`src/rtl/ram_scratchpad_ctrl.sv`:
```
// Scratchpad controller: debounced buttons drive a data register, a DEPTH-entry
// RAM with an auto-increment pointer, and a sequenced clear-all sweep.

module ram_scratchpad_debounce #(
  parameter int DBC_W = 20
) (
  input  logic clk,
  input  logic rst,
  input  logic raw,
  output logic pulse
);

  logic             sync1;
  logic             sync2;
  logic             level;
  logic             level_q;
  logic [DBC_W-1:0] cnt;

  // Level only flips after 2**DBC_W consecutive disagreeing cycles; the press
  // pulse is taken one flop after the level rises, giving one pulse per press.
  always_ff @(posedge clk or negedge rst) begin
    if (!rst) begin
      sync1   <= 1'b0;
      sync2   <= 1'b0;
      level   <= 1'b0;
      level_q <= 1'b0;
      cnt     <= '0;
      pulse   <= 1'b0;
    end else begin
      sync1   <= raw;
      sync2   <= sync1;
      level_q <= level;
      pulse   <= level & ~level_q;
      if (sync2 != level) begin
        if (cnt == {DBC_W{1'b1}}) begin
          level <= sync2;
          cnt   <= '0;
        end else begin
          cnt <= cnt + 1'b1;
        end
      end else begin
        cnt <= '0;
      end
    end
  end

endmodule

module ram_scratchpad_ctrl #(
  parameter int DATA_W = 8,
  parameter int ADDR_W = 6,
  parameter int DBC_W  = 20
) (
  input  logic              clk,
  input  logic              rst,
  input  logic              load_btn,
  input  logic              write_btn,
  input  logic              clr_btn,
  input  logic              auto_inc,
  input  logic              show_reg,
  input  logic [ADDR_W-1:0] addr_in,
  input  logic [DATA_W-1:0] d_in,
  output logic [DATA_W-1:0] d_out,
  output logic [ADDR_W-1:0] ptr,
  output logic              busy
);

  localparam int DEPTH = 2 ** ADDR_W;

  typedef enum logic {IDLE, CLEAR} state_t;

  state_t            state;
  logic [ADDR_W-1:0] clr_cnt;
  logic [DATA_W-1:0] d_reg;
  logic [ADDR_W-1:0] sel_addr;
  logic              load_p;
  logic              write_p;
  logic              clr_p;
  logic              ram_we;
  logic [DATA_W-1:0] mem [DEPTH];

  ram_scratchpad_debounce #(.DBC_W(DBC_W)) u_dbc_load (
    .clk(clk), .rst(rst), .raw(load_btn), .pulse(load_p)
  );

  ram_scratchpad_debounce #(.DBC_W(DBC_W)) u_dbc_write (
    .clk(clk), .rst(rst), .raw(write_btn), .pulse(write_p)
  );

  ram_scratchpad_debounce #(.DBC_W(DBC_W)) u_dbc_clr (
    .clk(clk), .rst(rst), .raw(clr_btn), .pulse(clr_p)
  );

  assign sel_addr = auto_inc ? ptr : addr_in;
  assign ram_we   = (state == IDLE) && write_p && !clr_p;
  assign d_out    = show_reg ? d_reg : mem[sel_addr];

  // A clear request wins over a write in the same cycle; the write is dropped.
  always_ff @(posedge clk or negedge rst) begin
    if (!rst) begin
      state   <= IDLE;
      clr_cnt <= '0;
      d_reg   <= '0;
      ptr     <= '0;
      busy    <= 1'b0;
    end else begin
      if (load_p) begin
        d_reg <= d_in;
      end
      case (state)
        IDLE: begin
          if (clr_p) begin
            state   <= CLEAR;
            clr_cnt <= '0;
            busy    <= 1'b1;
          end else if (write_p) begin
            ptr <= auto_inc ? ptr + 1'b1 : addr_in + 1'b1;
          end
        end
        CLEAR: begin
          if (clr_cnt == {ADDR_W{1'b1}}) begin
            state   <= IDLE;
            clr_cnt <= '0;
            ptr     <= '0;
            busy    <= 1'b0;
          end else begin
            clr_cnt <= clr_cnt + 1'b1;
          end
        end
        default: begin
          state <= IDLE;
          busy  <= 1'b0;
        end
      endcase
    end
  end

  // RAM contents survive reset, so the array has no reset branch.
  always_ff @(posedge clk) begin
    if (state == CLEAR) begin
      mem[clr_cnt] <= '0;
    end else if (ram_we) begin
      mem[sel_addr] <= d_reg;
    end
  end

endmodule

```
`config.mk`:
```
export PLATFORM = sky130hd
export DESIGN_NAME = ram_scratchpad_ctrl
export DESIGN_NICKNAME = d
export VERILOG_FILES = /design/src/rtl/ram_scratchpad_ctrl.sv
export SDC_FILE = /design/constraint.sdc
export NUM_CORES = 1
export LEC_CHECK = 0
export BUFFER_PORTS_ARGS = -buffer_cell sky130_fd_sc_hd__buf_2
export CAP_MARGIN = 10
export CORE_ASPECT_RATIO = 2
export CORE_MARGIN = 3
export CORE_UTILIZATION = 35
export CTS_CLUSTER_SIZE = 30
export DETAILED_ROUTE_END_ITERATION = 10
export GPL_ROUTABILITY_DRIVEN = 1
export GPL_TIMING_DRIVEN = 0
export PLACE_DENSITY = 0.54
export SYNTH_ARGS = -nofsm -noshare
export SYNTH_HDL_FRONTEND = slang
export SYNTH_SLANG_ARGS = --single-unit
export TNS_END_PERCENT = 10
```
`constraint.sdc`:
```
create_clock -name clk -period 4.18 [get_ports clk]
set_input_delay 0.418 -clock clk [delete_from_list [all_inputs] [get_ports clk]]
set_output_delay 0.418 -clock clk [all_outputs]
set_load 0.01 [all_outputs]
```
Word-level counts from Yosys, hierarchy flattened
Memory sizes are Yosys's and may differ from the RTL's.
Cells that the tools add are included.
Storage, ports and cells
  register bits: 97
  bits in latches: 0
  bits in writable memories: 512
  memory bits (read-only): 0
  bits of input ports: 21
  output and inout port bits: 15
  logic and storage cells: 87
  memories: 1
Memories
  mem: depth 64, bits a word 8, read ports 1, clocked after memory_dff 0, write ports 1, RTL line 80  | logic [DATA_W-1:0] mem [DEPTH];
Operators by class
  add/sub/neg operators: 6
  $mul: 0
  divide/modulo/power cells: 0
  magnitude comparators: 0
  equality and inequality tests: 11
  shift-type cells: 0
  multiplexer cells: 30
  bitwise gates (word level): 7
  reductions and logical operators: 9
Operator list (count)
  20-bit 2-to-1 mux: 6
  20-bit by 1-bit adder with 20-bit output (second input constant): 3
  20-bit == test (second input constant): 3
  6-bit 2-to-1 mux: 8
  6-bit one-hot mux with 2 select lines: 2
  6-bit by 1-bit adder with 6-bit output (second input constant): 3
  8-bit 2-to-1 mux: 2
  1-bit 2-to-1 mux: 10
  2-bit AND reduction: 4
  8-bit OR reduction: 1
  6-bit == test (second input constant): 1
  2-bit by 1-bit != test with 1-bit output (second input constant): 3
  1-bit NOT: 4
  1-bit one-hot mux with 2 select lines: 2
  1-bit AND: 3
  1-bit != test: 3
  3-bit AND reduction: 1
  1-bit logical AND: 2
  2-bit != test (second input constant): 1
  1-bit zero test: 1

Depth between registers and ports, before layout
Gate-level depths: netlist (run 1).
  depth in word-level cells: 8
  mapped depth: 12
  mapped depth without buffers: 8

Modules after synthesis
Synthesis (run 1) repeated with hierarchy kept, for this count alone.
Unflattened totals
  cells, all modules: 2154
  area total of the unflattened synthesis: 26447.9 um2
Modules (own cells, without submodules)
  ram_scratchpad_ctrl: times used 1, cells each 1815, area each 23005.8 um2, seq. area each 15925.3 um2
  ram_scratchpad_debounce: times used 3, cells each 113, area each 1147.4 um2, seq. area each 625.6 um2

Least setup slack after synthesis (run 1)
No wires, ideal clock.
  path type: input to register
  start point: input port auto_inc
  end point: memory mem[0][0], enable pin
  library setup time: 371 ps
  arrival: 2251 ps
  setup slack: 1558 ps
  stages: 9
  cell sequence: buf_4 -> mux2i_2 -> buf_4 -> buf_2 -> buf_1 -> nand3_1 -> o31ai_1 -> nand2_1 -> nor2_1
Between the ends
  cells in the longest elaborated chain, start to end: 2
Ends and longest elaborated chain
  from (decl): RTL line 59  | input logic auto_inc,
  6-bit 2-to-1 mux: RTL line 94  | assign sel_addr = auto_inc ? ptr : addr_in;
  6-bit 2-to-1 mux (no source line)
  to (decl): RTL line 80
Every way passes these cells.

Worst setup path after layout (run 1)
  start point: register ptr[1]
  end point: output port d_out[1]
Between the ends
  cells in the longest elaborated chain, start to end: 3
Ends and longest elaborated chain
  from (decl): RTL line 64  | output logic [ADDR_W-1:0] ptr,
  from (signal assigned): RTL line 117  | ptr <= auto_inc ? ptr + 1'b1 : addr_in + 1'b1;
  6-bit 2-to-1 mux: RTL line 94
  memory 64 x 8 bit
  8-bit 2-to-1 mux: RTL line 96  | assign d_out = show_reg ? d_reg : mem[sel_addr];
  to (decl): RTL line 63  | output logic [DATA_W-1:0] d_out,
Every way passes these cells.

==> flow_summary_export.csv, run 1 <==
group,metric,value,unit
logic_synthesis,ys_async_sr_fraction,0.159,
route,drc,0,
route,drt_pass1_iterations,7,
logic_synthesis,synth-simple-area-share,0.124,
logic_synthesis,synth-edff-count,512,
logic_synthesis,synth-main-ff-cell,"edfxtp_1",
clock_network,clk_pin_slew,70,ps
worst_setup_path,start_kind,"register",
logic_synthesis,syn-cell-area,0.0262,mm2
worst_setup_path,path_cells,"mux2i_2 > inv_2 > buf_4 > clkbuf_2 > nor2_1 > a21oi_1 > o22ai_1 > o21ai_1 > and4b_1 > o31ai_1 > buf_2",
logic_synthesis,yosys_warnings,0,
timing,slew_viol_final,0,
timing,period_share,1.01,
logic_synthesis,synth_seq_area_share,0.679,
placement,gp_congestion,0.957,
grt,grt_max_degree,71,
timing,rsz0062_at_grt,"yes",
worst_setup_path,worstPathMaxFanout,10,
worst_setup_path,ff2ff_setup_slack,210,ps
worst_setup_path,critical_path.max_stage_delay,510,ps
floorplan,fp-row-count,141,
grt,grt_overflow,0,
logic_synthesis,syn-num-nets,2155,
power_and_ir_drop,power_density,417,mW/mm2
timing,post-route-min-period,4230,ps
logic_synthesis,synth.area.top_cells,"edfxtp_1 59%, dfrtp_1 9.3%, nor2_1 5.7%",
route,routed_via_density,5.63,
clock_network,h-tree-depth,2,
worst_setup_path,required,3760,ps
timing,finalSetupTns,-46.6,ps
floorplan,io-pin-count,36,
cells_and_area,top_register,"mem",
timing,clock_skew,38.3,ps
logic_synthesis,synth_top_family_by_area,"compound AO/OA/AOI/OAI gates",
power_and_ir_drop,total_power,0.0124,W
route,drtIter0Drc,1346,
route,final_antenna_net_count,0,
status,violations,"negative setup slack",
timing,final-setup-viol-count,1,
cells_and_area,syn2layout_area_growth,13.7,%
logic_synthesis,syn_inst,2129,
cells_and_area,fin_nets,2257,
route,routedWlPerCell,26.8,um
timing,relSlewSlack,0.251,
logic_synthesis,synth.most_common_cell,"edfxtp_1",
clock_network,cts_tree,"done",
floorplan,fp.coreArea,0.0741,mm2
worst_setup_path,cp.buffers_inverters,4,
run,drv_cap,0,
clock_network,clockBufferDepth,3,
worst_setup_path,end_kind,"output pin",
grt,grt_pass1_vias,18716,
logic_synthesis,synth_fa_ha_area_frac,0.00239,
floorplan,initial_utilization,0.354,
logic_synthesis,synthMuxAreaShare,0.00602,
cells_and_area,drive_gt1_frac,0.121,
grt,grtUsageTotal,0.218,
placement,io_buffers,34,
timing,worst_pin_slew,1120,ps
min_path,hold_class,"input port to register",
logic_synthesis,ys_ff_latch,609,
clock_network,root_buffer,"clkbuf_16",
timing,finalHoldViolations,0,
placement,hpwl,62600,um
grt,antenna_found_initial,2,
logic_synthesis,yosysTopAreaCellShare,0.587,
floorplan,die_y,393,um
clock_network,clock_latency,630,ps
power_and_ir_drop,leakagePower,11.2,nW
power_and_ir_drop,vdd_drop_max,291,uV
worst_setup_path,arrival,3810,ps
worst_setup_path,cp_top_family,"compound AO/OA/AOI/OAI gates",
cells_and_area,largest_reg_flops,512,
worst_setup_path,cp_slowest_cell,"dfrtp_2",
floorplan,die_width,199,um
floorplan,dieArea,0.0784,mm2
timing,fmax,0.237,GHz
logic_synthesis,synth_compound_area_frac,0.137,
timing,finalWorstSetupSlack,-46.6,ps
route,num_vias,18067,
logic_synthesis,ys_types,71,
logic_synthesis,syn_area_per_cell,12.3,um2
logic_synthesis,synth_xor_area_frac,0.0201,
logic_synthesis,synth_top_cell_by_area,"edfxtp_1",
status,status,"complete, but fails checks",
logic_synthesis,synth.top_cells.by_count,"512 x edfxtp_1, 395 x nor2_1, 141 x o21ai_0",
grt,grt_first_pass_wirelength,124000,um
worst_setup_path,path_class,"register to output pin",
clock_network,cts.sink_count,609,
route,wl,85900,um
clock_network,post-cts-setup-buffers,0,
clock_network,numCtsBuffers,54,
## repair_timing
item                                    CTS  global route
endpoints found under the hold margin    30             0
hold buffers                              4             0
pin swaps                                 0             0
resized for setup                        59             9
endpoints found under the setup margin  264             8
## where the power goes
group / leakage [nW] / total [W] / switching, W / internal [W]
combinational: 3.15 / 0.000634 / 0.000453 / 0.000180
sequential: 7.13 / 0.00651 / 0.00000876 / 0.00650
clock: 0.903 / 0.00528 / 0.00232 / 0.00297
## cells in the final DEF, fill, tap and decap left out, types with 17 or more instances in the layout
master     count
dfrtp_1       95
clkbuf_2      17
nor3_1        26
edfxtp_1     512
a21oi_1       78
a211oi_1      54
nand4_1       18
clkbuf_1      37
o221ai_1      35
xor2_1        33
xnor2_1       27
o22ai_1       65
nor2b_1       19
clkbuf_16     54
buf_2         71
nand3_1       36
nand2b_1      27
inv_1         62
o21ai_0      130
a221oi_1      17
o21bai_1      24
nor2_1       395
and3_1        17
nand2_1      106
o211a_1       23
## cell type report
cell class / instances / area (um2)
Buffer: 116 / 636
Sequential cell: 609 / 17800
Fill cell: 6982 / 44300
Clock inverter: 37 / 419
Tap cell: 929 / 1160
Clock buffer: 63 / 1440
Antenna cell: 3 / 7.51
Inverter: 63 / 236
Timing Repair Buffer: 46 / 380
Multi-Input combinational cell: 1341 / 7710
## final timing paths
kind,startpoint,to,cells past startpoint
setup / recovery,ptr[1],d_out[1],11
hold / removal,d_in[6],d_reg[6],2
setup reg to reg,state,mem[57][3],10
hold reg to reg,u_dbc_clr.sync1,u_dbc_clr.sync2,0
max in group asynchronous,rst,d_reg[7],3
min in group asynchronous,rst,ptr[5],2
## layer usage
layer | global-route usage | wire, um | part of all wire | vias up
li1 | - | - | - | 8145
met1 | 0.213 | 28000 | 0.33 | 9036
met2 | 0.412 | 46500 | 0.54 | 636
met3 | 0.0290 | 3950 | 0.046 | 248
met4 | 0.162 | 7410 | 0.086 | 2
met5 | 0 | 17 | 0.00020 | -
## kinds of logic (layout without fill, tap and decap cells)
family | count (synthesis) | count (layout)
buffers and inverters | 179 | 325
xor gates and xnor gates | 60 | 60
other | 0 | 3
DFF | 609 | 609
adders and majority gates | 5 | 5
muxes | 14 | 14
AOI/OAI and AO/OA | 539 | 539
and+or+nand+nor | 723 | 723
## metrics by stage
stage          cell area [um2]  utilization  hold WS, ps  std cells  setup slack [ps]
2_1_floorplan            26200            -          122       2129              1560
3_3_place_gp             27500        0.372          339       3092              -888
3_5_place_dp             27700        0.374          338       3100              -603
4_1_cts                  29800        0.402         2.64       3204              13.0
5_1_grt                  29800        0.402         24.9       3204             -21.1
6_report                 29800        0.402         29.4       3207             -46.6
No activity file was read; power rests on OpenSTA's default activity.
==> run 2, diff against run 1 <==
--- a/config.mk
+++ b/config.mk
@@ -15,3 +15,2 @@
 export GPL_ROUTABILITY_DRIVEN = 1
-export GPL_TIMING_DRIVEN = 0
 export PLACE_DENSITY = 0.54
@@ -19,2 +18,3 @@
 export SYNTH_HDL_FRONTEND = slang
+export SYNTH_HIERARCHICAL = 1
 export SYNTH_SLANG_ARGS = --single-unit
==> constraint.sdc (replaced) <==
create_clock -name clk -period 4.18 [get_ports clk]
set_input_delay 0.209 -clock clk [delete_from_list [all_inputs] [get_ports clk]]
set_output_delay 0.209 -clock clk [all_outputs]
set_load 0.01 [all_outputs]
==> run 2 against run 1 <==
Against the previous run:
- design area up 2.7%
- combinational power down 4.7%
- power up 2.0%
- maximum frequency up 1.0%
- die area up 0.92%
- sequential power about the same
- the flow still finishes with violations (negative setup slack)
- worst hold slack better by 120 ps
- critical endpoint is now d_out[7]
==> flow_summary_export.csv, run 2 <==
group,metric,value,unit
timing,finalWorstSetupSlack,-4.90,ps
power_and_ir_drop,p_comb_frac,0.048,
timing,clock_skew,18.6,ps
route,wl,79800,um
min_path,hold_class,"input port to register",
logic_synthesis,syn-cell-area,0.0264,mm2
floorplan,io-pin-count,36,
worst_setup_path,reg2regPathDepth,7,
min_path,hp-start,"addr_in[3]",
logic_synthesis,ys_ff_latch,609,
grt,grt_max_degree,70,
grt,grt_util_met2,0.367,
placement,io_buffers,35,
timing,rsz0062_at_grt,"no",
worst_setup_path,arrival,3980,ps
worst_setup_path,setup.worst_path.start,"ptr[1]",
route,routedWlPerCell,23.9,um
grt,globalRouteMet3Util,0.0187,
worst_setup_path,rr_endpoint,"mem[23][1]",
status,violations,"negative setup slack",
clock_network,numCtsBuffers,55,
floorplan,die_width,200,um
clock_network,cts_tree,"done",
logic_synthesis,synth.most_common_cell,"edfxtp_1",
cells_and_area,final_common_cell,"edfxtp_1",
floorplan,fp-row-count,142,
cells_and_area,seq_area,0.0178,mm2
grt,antenna_found_initial,0,
placement,gp_congestion,0.859,
route,drc,0,
timing,period_share,1.00,
power_and_ir_drop,p_seq_frac,0.514,
logic_synthesis,synth.area.top_cells,"edfxtp_1 58%, dfrtp_1 9.2%, nor2_1 5.6%",
logic_synthesis,ys_types,73,
grt,grtUsageTotal,0.196,
clock_network,clk_pin_slew,60,ps
worst_setup_path,timing.rr.start,"u_dbc_clr/pulse",
worst_setup_path,ff2ff_setup_slack,700,ps
status,status,"complete, but fails checks",
grt,grtUsageMet1,0.216,
logic_synthesis,ys_async_sr_fraction,0.159,
logic_synthesis,synth_seq_area_share,0.673,
power_and_ir_drop,p_clk_frac,0.438,
logic_synthesis,synth-edff-count,512,
power_and_ir_drop,switching_share,0.217,
cells_and_area,fin_area,0.0306,mm2
run,drv_cap,0,
cells_and_area,final_cell_mix,"512 x edfxtp_1, 395 x nor2_1, 143 x nand2_1",
clock_network,root_buffer,"clkbuf_16",
placement,placed_area,0.0285,mm2
power_and_ir_drop,leakagePower,11.4,nW
cells_and_area,top_register,"mem",
clock_network,cts.sink_count,609,
floorplan,fp.coreArea,0.0750,mm2
timing,relSlewSlack,0.251,
route,num_vias,18411,
timing,slew_viol_final,0,
logic_synthesis,yosysTopAreaCellShare,0.581,
cells_and_area,antenna-diode-count,0,
timing,post-route-min-period,4180,ps
worst_setup_path,start_kind,"register",
timing,worst_pin_slew,1120,ps
timing,whs,149,ps
power_and_ir_drop,switchingPower,0.00275,W
clock_network,clock_latency,610,ps
timing,finalSetupTns,-4.90,ps
logic_synthesis,yosys_warnings,6,
cells_and_area,drive_gt1_frac,0.135,
grt,grt_pass1_vias,18652,
clock_network,clockBufferDepth,3,
worst_setup_path,worstPathMaxFanout,47,
route,routed_via_density,5.52,
grt,grt_overflow,0,
cells_and_area,final-instance-count-excl-fill,3334,
floorplan,dieArea,0.0791,mm2
worst_setup_path,path_class,"register to output pin",
cells_and_area,multi_input_area,0.00787,mm2
power_and_ir_drop,internal_power,0.00992,W
worst_setup_path,required,3970,ps
cells_and_area,fin_nets,2305,
clock_network,h-tree-depth,2,
floorplan,initial_utilization,0.353,
logic_synthesis,synth_top_cell_by_area,"edfxtp_1",
route,drt_pass1_iterations,5,
route,drtIter0Drc,1192,
power_and_ir_drop,power_density,414,mW/mm2
cells_and_area,largest_reg_flops,512,
worst_setup_path,end_kind,"output pin",
timing,fmax,0.239,GHz
route,final_antenna_net_count,0,
logic_synthesis,syn-num-nets,2180,
logic_synthesis,syn_area_per_cell,12.3,um2
min_path,whs_endpoint,"ptr[3]",
placement,hpwl,54200,um
clock_network,post-cts-setup-buffers,0,
grt,grt_first_pass_wirelength,118000,um
min_path,min_path_cells,4,
placement,post-place-cells,3218,
cells_and_area,num-fill-cells,7087,
timing,finalHoldViolations,0,
floorplan,die_y,395,um
power_and_ir_drop,vdd_drop_max,336,uV
timing,final-setup-viol-count,1,
logic_synthesis,synth-main-ff-cell,"edfxtp_1",
logic_synthesis,syn_inst,2154,
cells_and_area,syn2layout_area_growth,15.6,%
logic_synthesis,synth.top_cells.by_count,"512 x edfxtp_1, 395 x nor2_1, 145 x nand2_1",
grt,busiest_layer,"met2",
## run 2: cell types whose count changed in the layout (fill, tap and decap cells not counted), moves of 20 or more
cell / previous run / this run
clkbuf_1: 37 / 4
nand2_1: 106 / 143
o211a_1: 23 / 0
o21ai_0: 130 / 93
a21oi_1: 78 / 58
xor2_1: 33 / 8
o211ai_1: 16 / 38
buf_2: 71 / 35
buf_4: 16 / 127
nor4_1: 8 / 36
## run 2: how the worst max path moves through the flow
stage | endpoint | slack (ps) | cells after the start
4_1_cts | d_out[3] | 30 | 11
3_5_place_dp | d_out[4] | 250 | 11
3_3_place_gp | d_out[6] | 100 | 10
6_report | d_out[7] | -5 | 10
2_1_floorplan | mem[13][0] | 1520 | 9
5_1_grt | d_out[4] | 40 | 9
## run 2: logic make-up after synthesis
logic type / after synthesis / synth area share
mux: 23 / 0.00984
xor+xnor: 52 / 0.0172
compound gates: 508 / 0.133
flops: 609 / 0.673
fa+ha+maj: 5 / 0.00237
buf+inv: 181 / 0.0307
simple gates: 776 / 0.134
## run 2: area by class of cell
cell class | instances | area share
clock buffer | 63 | 0.0480
clock inverter | 41 | 0.0171
inverter | 68 | 0.00855
multi-input combinational | 1364 | 0.257
sequential | 609 | 0.582
tap | 1008 | 0.0412
timing repair buffer | 181 | 0.0454
## run 2: repair_timing
action | in CTS | in global routing
endpoints found under the hold margin | 79 | 0
hold buffers | 12 | 0
endpoints found under the setup margin | 2 | 1
gates resized for setup | 2 | 1
pin swaps | 0 | 0
## run 2: critical path: stages, from the launching register on
cell	delay, ps
dfrtp_1	520
nand3b_1	340
and2_4	310
buf_12	220
o22ai_1	170
a2111oi_0	110
o21ai_0	720
nor4b_2	440
o31ai_1	150
buf_4	180
buf_2	140
## run 2: power by group through the flow
stage	combinational, W	sequential (W)	clock, W
floorplan	0.000358	0.00664	0
global placement	0.000587	0.00665	0
detailed placement	0.000592	0.00665	0
CTS	0.000604	0.00651	0.00567
global route	0.000653	0.00651	0.00589
finish	0.000604	0.00652	0.00555
## run 2: per-stage QoR
stage | setup WS (ps) | utilization | total power, W
3_5_place_dp | 251 | 0.380 | 0.00724
4_1_cts | 28.7 | 0.408 | 0.0128
3_3_place_gp | 105 | 0.379 | 0.00723
5_1_grt | 41.3 | 0.408 | 0.0131
2_1_floorplan | 1520 | - | 0.00700
6_report | -4.90 | 0.408 | 0.0127
## run 2: layer usage
layer	vias up	wire [um]	share of wire
li1	8363	-	-
met1	9270	28700	0.36
met2	606	42600	0.53
met3	172	3560	0.045
met4	0	4910	0.062
met5	-	0	0
==> run 3, diff against run 2 <==
Settings changed: REMOVE_ABC_BUFFERS set to 1.
Clock period 4.18 ns to 4.9 ns, I/O delays scaled along.
==> run 3 against run 2 <==
Against the previous run:
- the run now ends clean
- wire length is 3.0% higher
- clock-buffer cell count is 4 higher
- via count is 0.17% higher
==> flow_summary_export.csv, run 3 (synthesis results as in run 2) <==
group,metric,value,unit
worst_setup_path,worstPathMaxFanout,49,
floorplan,io-pin-count,36,
cells_and_area,fin_nets,2307,
power_and_ir_drop,power_density,346,mW/mm2
worst_setup_path,required,4660,ps
timing,relSlewSlack,0.253,
power_and_ir_drop,switching_share,0.216,
clock_network,cts_hold_buf,12,
clock_network,root_buffer,"clkbuf_16",
power_and_ir_drop,p_clk_frac,0.424,
route,routed_via_density,5.53,
power_and_ir_drop,internal_power,0.00826,W
worst_setup_path,cp_slowest_cell,"and2_4",
power_and_ir_drop,switchingPower,0.00228,W
grt,antenna_found_initial,3,
clock_network,post-cts-setup-buffers,0,
timing,post-route-min-period,4340,ps
floorplan,die_width,200,um
worst_setup_path,end_kind,"output pin",
clock_network,ctsResizeCount,0,
floorplan,initial_utilization,0.353,
worst_setup_path,cp.buffers_inverters,1,
timing,period_share,0.887,
clock_network,numCtsBuffers,54,
min_path,hp-start,"addr_in[3]",
worst_setup_path,critical_path.max_stage_delay,700,ps
placement,placed_area,0.0285,mm2
worst_setup_path,setup.worst_path.start,"ptr[1]",
route,final_antenna_net_count,0,
run,drv_cap,0,
worst_setup_path,timing.rr.start,"ptr[1]",
cells_and_area,final_common_cell,"edfxtp_1",
floorplan,fp.coreArea,0.0750,mm2
route,num_vias,18442,
timing,final-setup-viol-count,0,
route,drc,0,
timing,finalSetupTns,0,ps
power_and_ir_drop,p_seq_frac,0.528,
clock_network,clk_pin_slew,70,ps
grt,grt_pass1_vias,18845,
clock_network,clockBufferDepth,3,
timing,rsz0062_at_grt,"no",
route,drt_pass1_iterations,6,
route,routedWlPerCell,24.6,um
power_and_ir_drop,p_comb_frac,0.048,
worst_setup_path,arrival,4100,ps
clock_network,h-tree-depth,2,
timing,finalHoldViolations,0,
worst_setup_path,path_cells,"nand3b_1 > and2_4 > o22ai_1 > a211oi_1 > o21ai_0 > nor4b_2 > o31ai_1 > buf_2",
timing,fmax,0.230,GHz
clock_network,clock_latency,610,ps
power_and_ir_drop,vdd_drop_max,246,uV
status,status,"finished, final reports clean",
worst_setup_path,path_class,"register to output pin",
floorplan,fp-row-count,142,
worst_setup_path,cp_top_family,"simple AND/OR/NAND/NOR gates",
clock_network,cts.sink_count,609,
floorplan,dieArea,0.0791,mm2
route,drtIter0Drc,1461,
cells_and_area,largest_reg_flops,512,
worst_setup_path,start_kind,"register",
min_path,hold_class,"input port to register",
timing,clock_skew,20.5,ps
placement,pre_cts_slack,1230,ps
cells_and_area,drive_gt1_frac,0.132,
grt,grtUsageTotal,0.204,
cells_and_area,fin_area,0.0304,mm2
timing,finalWorstSetupSlack,555,ps
cells_and_area,top_register,"mem",
clock_network,cts_tree,"done",
placement,gp_congestion,0.893,
timing,worst_pin_slew,1110,ps
grt,grt_max_degree,71,
cells_and_area,final_cell_mix,"512 x edfxtp_1, 395 x nor2_1, 143 x nand2_1",
route,wl,82200,um
cells_and_area,syn2layout_area_growth,15.1,%
placement,io_buffers,35,
grt,grt_overflow,0,
placement,hpwl,55700,um
grt,grt_first_pass_wirelength,122000,um
floorplan,die_y,395,um
timing,slew_viol_final,0,
power_and_ir_drop,leakagePower,11.4,nW
-- run 3: cell count changes in the layout (fill, tap and decap cells not counted), sizes merged --
cell      delta
buf          +3
bufinv       -3
clkbuf       +4
diode        +1
clkinvlp     -9
clkinv       +3
-- run 3: cell type report --
class | instances | area, um2
Multi-Input combinational cell | 1364 | 7870
Antenna cell | 1 | 2.50
Inverter | 68 | 259
Tap cell | 1008 | 1260
Timing Repair Buffer | 184 | 1410
Fill cell | 7096 | 44500
Sequential cell | 609 | 17800
Clock buffer | 67 | 1470
Clock inverter | 32 | 365
-- run 3: worst paths after layout --
check / to / slack (ps) / cells after the start
worst max-delay path: d_out[1] / 560 / 8
worst min-delay path: ptr[3] / 190 / 4
worst max register to register: mem[45][2] / 1390 / 7
worst min register to register: u_dbc_load/sync2 / 360 / 0
max in group asynchronous: u_dbc_write/pulse / 3580 / 3
min in group asynchronous: u_dbc_clr/cnt[12] / 270 / 2
-- run 3: worst register-to-register path: stages, from the launching register on --
cell and delay (ps):
dfrtp_1 500, mux2i_4 380, inv_4 310, buf_12 300
o31ai_1 490, nand2_1 630, nor2_1 370, buf_4 230
-- run 3: routing by layer --
metal / GRT usage / wire (um) / share of wire / vias up
met5: 0 / 0 / 0 / -
li1: - / - / - / 8347
met4: 0.132 / 5900 / 0.072 / 0
met3: 0.0234 / 3750 / 0.046 / 214
met2: 0.384 / 44200 / 0.54 / 644
met1: 0.215 / 28300 / 0.34 / 9237
-- run 3: power by group through the flow --
stage	clock network, W	registers, W	logic [W]
final	0.00447	0.00556	0.000505
after global routing	0.00475	0.00556	0.000548
after CTS	0.00457	0.00556	0.000507
after detailed placement	0	0.00567	0.000498
after global placement	0	0.00567	0.000493
after floorplan	0	0.00567	0.000282
-- run 3: per-stage QoR --
| stage | total power (W) | hold WS, ps | cells | utilization |
|---|---|---|---|---|
| after floorplan | 0.00595 | -50.6 | 2041 | - |
| after global placement | 0.00616 | 343 | 3221 | 0.380 |
| after detailed placement | 0.00617 | 346 | 3221 | 0.380 |
| after CTS | 0.0106 | 154 | 3332 | 0.406 |
| after global routing | 0.0109 | 236 | 3332 | 0.406 |
| final | 0.0105 | 185 | 3333 | 0.406 |
